[src/rtl/instruction_fill_l1.sv]
// Line-fill engine for the L1 instruction store: it requests one aligned line from the next level and writes each returned word into the store.
// Optional macro INSTR_FILL_PARITY_EN adds even-parity checking on returned words (mem_parity in, fill_err out).
module instruction_fill_l1 #(
    parameter int DATA_W     = 16,
    parameter int ADDR_W     = 10,
    parameter int LINE_WORDS = 4
) (
    input  logic              clk,
    input  logic              reset,
    input  logic              fill_req,
    input  logic [ADDR_W-1:0] fill_addr,
    output logic              fill_busy,
    output logic              fill_done,
    output logic              mode,
    output logic              mem_req,
    output logic [ADDR_W-1:0] mem_addr,
    input  logic              mem_ack,
    input  logic              mem_valid,
    input  logic [DATA_W-1:0] mem_data,
`ifdef INSTR_FILL_PARITY_EN
    input  logic              mem_parity,
    output logic              fill_err,
`endif
    output logic              wr_en,
    output logic [ADDR_W-1:0] wr_addr,
    output logic [DATA_W-1:0] wr_data
);

    localparam int CW = $clog2(LINE_WORDS);
    localparam logic [ADDR_W-1:0] LINE_MASK = ~ADDR_W'(LINE_WORDS - 1);
    localparam logic [CW-1:0]     LAST_IDX  = CW'(LINE_WORDS - 1);

    typedef enum logic [1:0] {IDLE, REQ, RECV, DONE} state_t;

    state_t              state_q, state_d;
    logic [ADDR_W-1:0]   base_q, base_d;
    logic [CW-1:0]       count_q, count_d;
    logic                busy_q, busy_d;
    logic                mem_req_q, mem_req_d;
    logic [ADDR_W-1:0]   mem_addr_q, mem_addr_d;
    logic                wr_en_q, wr_en_d;
    logic [ADDR_W-1:0]   wr_addr_q, wr_addr_d;
    logic [DATA_W-1:0]   wr_data_q, wr_data_d;
    logic                done_q, done_d;
    logic                parity_ok;

`ifdef INSTR_FILL_PARITY_EN
    logic                err_q, err_d;
    assign parity_ok = ((^mem_data) == mem_parity);
`else
    assign parity_ok = 1'b1;
`endif

    always_comb begin
        state_d    = state_q;
        base_d     = base_q;
        count_d    = count_q;
        busy_d     = busy_q;
        mem_req_d  = mem_req_q;
        mem_addr_d = mem_addr_q;
        wr_en_d    = 1'b0;
        wr_addr_d  = wr_addr_q;
        wr_data_d  = wr_data_q;
        done_d     = 1'b0;
`ifdef INSTR_FILL_PARITY_EN
        err_d      = err_q;
`endif
        case (state_q)
            IDLE: begin
                if (fill_req) begin
                    state_d    = REQ;
                    base_d     = fill_addr & LINE_MASK;
                    count_d    = '0;
                    busy_d     = 1'b1;
                    mem_req_d  = 1'b1;
                    mem_addr_d = fill_addr & LINE_MASK;
`ifdef INSTR_FILL_PARITY_EN
                    err_d      = 1'b0;
`endif
                end
            end
            REQ: begin
                if (mem_ack) begin
                    state_d    = RECV;
                    mem_req_d  = 1'b0;
                    mem_addr_d = '0;
                end
            end
            RECV: begin
                // A word is registered here and presented to the store one cycle later.
                if (mem_valid) begin
                    wr_en_d   = parity_ok;
                    wr_addr_d = base_q + ADDR_W'(count_q);
                    wr_data_d = mem_data;
                    count_d   = count_q + 1'b1;
`ifdef INSTR_FILL_PARITY_EN
                    if (!parity_ok) err_d = 1'b1;
`endif
                    if (count_q == LAST_IDX) begin
                        state_d = DONE;
                        done_d  = 1'b1;
                    end
                end
            end
            DONE: begin
                state_d = IDLE;
                busy_d  = 1'b0;
            end
            default: begin
                state_d = IDLE;
                busy_d  = 1'b0;
            end
        endcase
    end

    always_ff @(posedge clk or negedge reset) begin
        if (!reset) begin
            state_q    <= IDLE;
            base_q     <= '0;
            count_q    <= '0;
            busy_q     <= 1'b0;
            mem_req_q  <= 1'b0;
            mem_addr_q <= '0;
            wr_en_q    <= 1'b0;
            wr_addr_q  <= '0;
            wr_data_q  <= '0;
            done_q     <= 1'b0;
`ifdef INSTR_FILL_PARITY_EN
            err_q      <= 1'b0;
`endif
        end else begin
            state_q    <= state_d;
            base_q     <= base_d;
            count_q    <= count_d;
            busy_q     <= busy_d;
            mem_req_q  <= mem_req_d;
            mem_addr_q <= mem_addr_d;
            wr_en_q    <= wr_en_d;
            wr_addr_q  <= wr_addr_d;
            wr_data_q  <= wr_data_d;
            done_q     <= done_d;
`ifdef INSTR_FILL_PARITY_EN
            err_q      <= err_d;
`endif
        end
    end

    assign fill_busy = busy_q;
    assign mode      = busy_q;
    assign fill_done = done_q;
    assign mem_req   = mem_req_q;
    assign mem_addr  = mem_addr_q;
    assign wr_en     = wr_en_q;
    assign wr_addr   = wr_addr_q;
    assign wr_data   = wr_data_q;
`ifdef INSTR_FILL_PARITY_EN
    assign fill_err  = err_q;
`endif

endmodule

[config.mk]
export PLATFORM = sky130hd
export DESIGN_NAME = instruction_fill_l1
export DESIGN_NICKNAME = d
export VERILOG_FILES = /design/src/rtl/instruction_fill_l1.sv
export SDC_FILE = /design/constraint.sdc
export NUM_CORES = 1
export LEC_CHECK = 0
export CORE_ASPECT_RATIO = 1.1
export CORE_UTILIZATION = 46
export DETAILED_ROUTE_END_ITERATION = 12
export PLACE_DENSITY = 0.8
export SLEW_MARGIN = 20
export SYNTH_ARGS = -nofsm -noshare
export SYNTH_HDL_FRONTEND = slang
export SYNTH_SLANG_ARGS = --single-unit
[constraint.sdc]
create_clock -name clk -period 2.3 [get_ports clk]
set_input_delay 0.46 -clock clk [delete_from_list [all_inputs] [get_ports clk]]
set_output_delay 0.46 -clock clk [all_outputs]
set_load 0.01 [all_outputs]
==> qor.csv <==
stage,metric,value,unit
status,status,"complete, no violations",
power,Max IR drop VDD,0.561,mV
placed_design,Cells after DPL,280,
sta,Clock Skew,0.00292,ns
critical_path,R2R Path Start,state_q[0],
sta,Final setup viols,0,
clock_tree,Worst-path clk slew,0.09,ns
yosys,synth unique cells,37,
routing,First-pass DRT Iterations,4,
yosys,post-synth top area share,55.9,%
sta,RSZ-0062 raised after global routing,no,
layout,Antenna Cells,0,
grt,first-pass GRT wire length,6950,um
yosys,synth warn,0,
placed_design,Final HPWL DP,3080,um
grt,global route overflow,0,
sta,Final WS setup,0.459,ns
yosys,post-synthesis sequential area ratio,55.9,%
clock_tree,clk root buf,clkbuf_8,
floorplan,initial core utilization,48.1,%
power,LEAKAGE,1.34,nW
floorplan,Core Rows,26,
layout,Synth-to-Final Area Change,36.5,%
grt,total track usage,18.8,%
sta,Setup TNS Final,0,ns
layout,non-filler instance count after layout,288,
sta,final hold vios,0,
yosys,cells taking the most area after synthesis,"dfrtp_1 (56%), mux2_2 (17%), a22o_1 (6.3%), ha_1 (4.5%), buf_6 (1.5%)",
clock_tree,number of CTS-inserted buffers,5,
placed_design,Post-DP Area,2950,um^2
yosys,Syn Inst Count,163,
routing,Vias,1477,
floorplan,Die H,75.1,um
sta,Worst Tran Pin Value,0.606,ns
yosys,ys async rst share,100,%
yosys,Mapped Avg Cell Area,13.7,um^2
job,max_cap viols,0,
routing,Met3 Routed Length,343,um
layout,Total Nets Final,270,
floorplan,I/O pin cnt,72,
hold_path,Hold Path Class,primary input to async pin,
layout,most frequent cells in the layout,"clkdlybuf4s50_1 (66), dfrtp_1 (50), mux2_2 (33), a22o_1 (16), ha_1 (8)",
critical_path,Worst setup EP type,register,
routing,highest metal used,met4,
routing,number of routed nets with antenna violations,0,
critical_path,Worst Path Required,2.49,ns
clock_tree,# clock sinks,50,
sta,final slew viol count,0,
clock_tree,CTS tree,yes,
placed_design,IO Port Bufs,67,
critical_path,WP data arrival,2.03,ns
clock_tree,maximum clock path buffer count,2,
clock_tree,CTS Hold Buffers Added,0,
sta,period utilisation layout,80.1,%
clock_tree,H-tree levels,2,
placed_design,setup slack at placement,0.251,ns
critical_path,Worst Setup Start Kind,register,
sta,clock period minus worst slack,1.84,ns
floorplan,Core Box Area,4650,um^2
clock_tree,postcts setup bufs,0,
critical_path,RR Endpoint,state_q[1],
critical_path,worst-path cell chain,"inv_1, ha_1, nor2b_2, a2111oi_4, mux2_1",
sta,Slew headroom,59.3,%
placed_design,GPL Wtd Cong,0.730,
critical_path,Slowest Stage Delay on Critical Path,0.43,ns
yosys,Seq cells post-synth,50,
routing,met2 wire length,2020,um
critical_path,CP Class,register to register,
routing,DRT met1 WL,1820,um
routing,average wire per standard cell,14.8,um
clock_tree,Resize count post-CTS,0,
sta,FMAX,543,MHz
yosys,dominant synthesized flop cell,dfrtp_1,
routing,# DRC,0,
routing,Vias/cell,5.13,
grt,largest net degree at the start of global routing,33,
clock_tree,clk_lat worst skew,0.30,ns
critical_path,"setup slack, reg-to-reg",0.46,ns
layout,"commonest non-fill, non-tap cell in the layout",clkdlybuf4s50_1,
critical_path,worst-path fanout max,9,
floorplan,die area,5150,um^2
critical_path,cells on worst reg2reg path,5,
layout,"Design Area, Final",3050,um^2
floorplan,Die Wd,68.5,um
routing,routed wire length,4260,um
grt,vias in the first global route,1424,
yosys,"area leader, netlist",dfrtp_1,
grt,initial antenna violation count,0,
critical_path,critical path's slowest cell,dfrtp_1,
yosys,Post-synth EDFFs,0,
routing,number of DRC markers in iteration 0,34,
yosys,Netlist Area Pre-Place,2240,um^2
sta,worst hold slack,0.0845,ns
power,pwr dens,1300,nW/um^2
layout,fraction of layout cells with a size suffix above 1,22.8,%
[power breakdown]
part           internal, mW  switching [mW]  leakage, nW
Combinational          1.13           0.747        0.680
Clock                 0.276           0.293       0.0544
Sequential             1.28           0.224        0.610
[routing by layer]
layer,track usage (%),vias up
met5,0,-
met4,8.10,0
met3,4.70,6
met2,30.2,56
met1,23.9,702
li1,-,713
[Yosys cell counts (2+ instances only)]
cell and count:
nand3b_1 2, dfrtp_1 50, buf_2 3, buf_6 3, mux2_2 33, a21oi_1 2
nor2b_2 2, nand2b_1 2, ha_1 8, a22o_1 16, nor2_1 3, o21ai_0 3
nand2_1 2, nor2b_1 3, inv_1 6, buf_4 4
[area by class of cell]
| cell class | instances | area (um^2) |
|---|---|---|
| fill | 386 | 1600 |
| sequential | 50 | 1250 |
| multi-input combinational | 96 | 881 |
| timing repair buffer | 71 | 721 |
| clock buffer | 7 | 96.3 |
| tap | 56 | 70.1 |
| inverter | 7 | 26.3 |
| clock inverter | 1 | 8.76 |
[cell families after synthesis]
| kind of cell | after synthesis | share of synthesized area (%) |
|---|---|---|
| other | 1 | 0.168 |
| buffers and inverters | 18 | 4.87 |
| muxes | 35 | 17.6 |
| adders and majority gates | 8 | 4.47 |
| and+or+nand+nor | 21 | 5.59 |
| DFF | 50 | 55.9 |
| AOI/OAI and AO/OA | 30 | 11.4 |
[flip-flops by register name, indices dropped and copies added (netlist names)]
signal / flops
count_q: 2
fill_done: 1
wr_addr: 10
mem_req: 1
mem_addr: 8
state_q: 2
base_q: 8
wr_en: 1
wr_data: 16
fill_busy: 1
[worst max-delay path: cells and delay by family (launching register included)]
family	cells	cell delay, ns
compound gates	1	0.24
fa+ha+maj	1	0.33
buf+inv	1	0.12
flops	1	0.43
mux	1	0.36
simple gates	1	0.24
[through the flow]
stage | utilization, % | total power [mW]
6_report | 65.7 | 3.96
5_1_grt | 65.7 | 4.26
4_1_cts | 65.7 | 4.00
3_5_place_dp | 63.4 | 3.43
3_3_place_gp | 63.4 | 3.35
2_1_floorplan | - | 2.58
[worst max path at each step]
stage                     from           to  slack (ns)  depth (start not counted)
floorplan           state_q[0]   state_q[1]        0.64                          5
global placement      fill_req  mem_addr[8]        0.27                          4
detailed placement    fill_req  mem_addr[4]        0.25                          4
CTS                 state_q[0]   state_q[1]        0.44                          5
global route        state_q[0]   state_q[1]        0.34                          5
finish              state_q[0]   state_q[1]        0.46                          5
(Power assumes the default switching activity.)
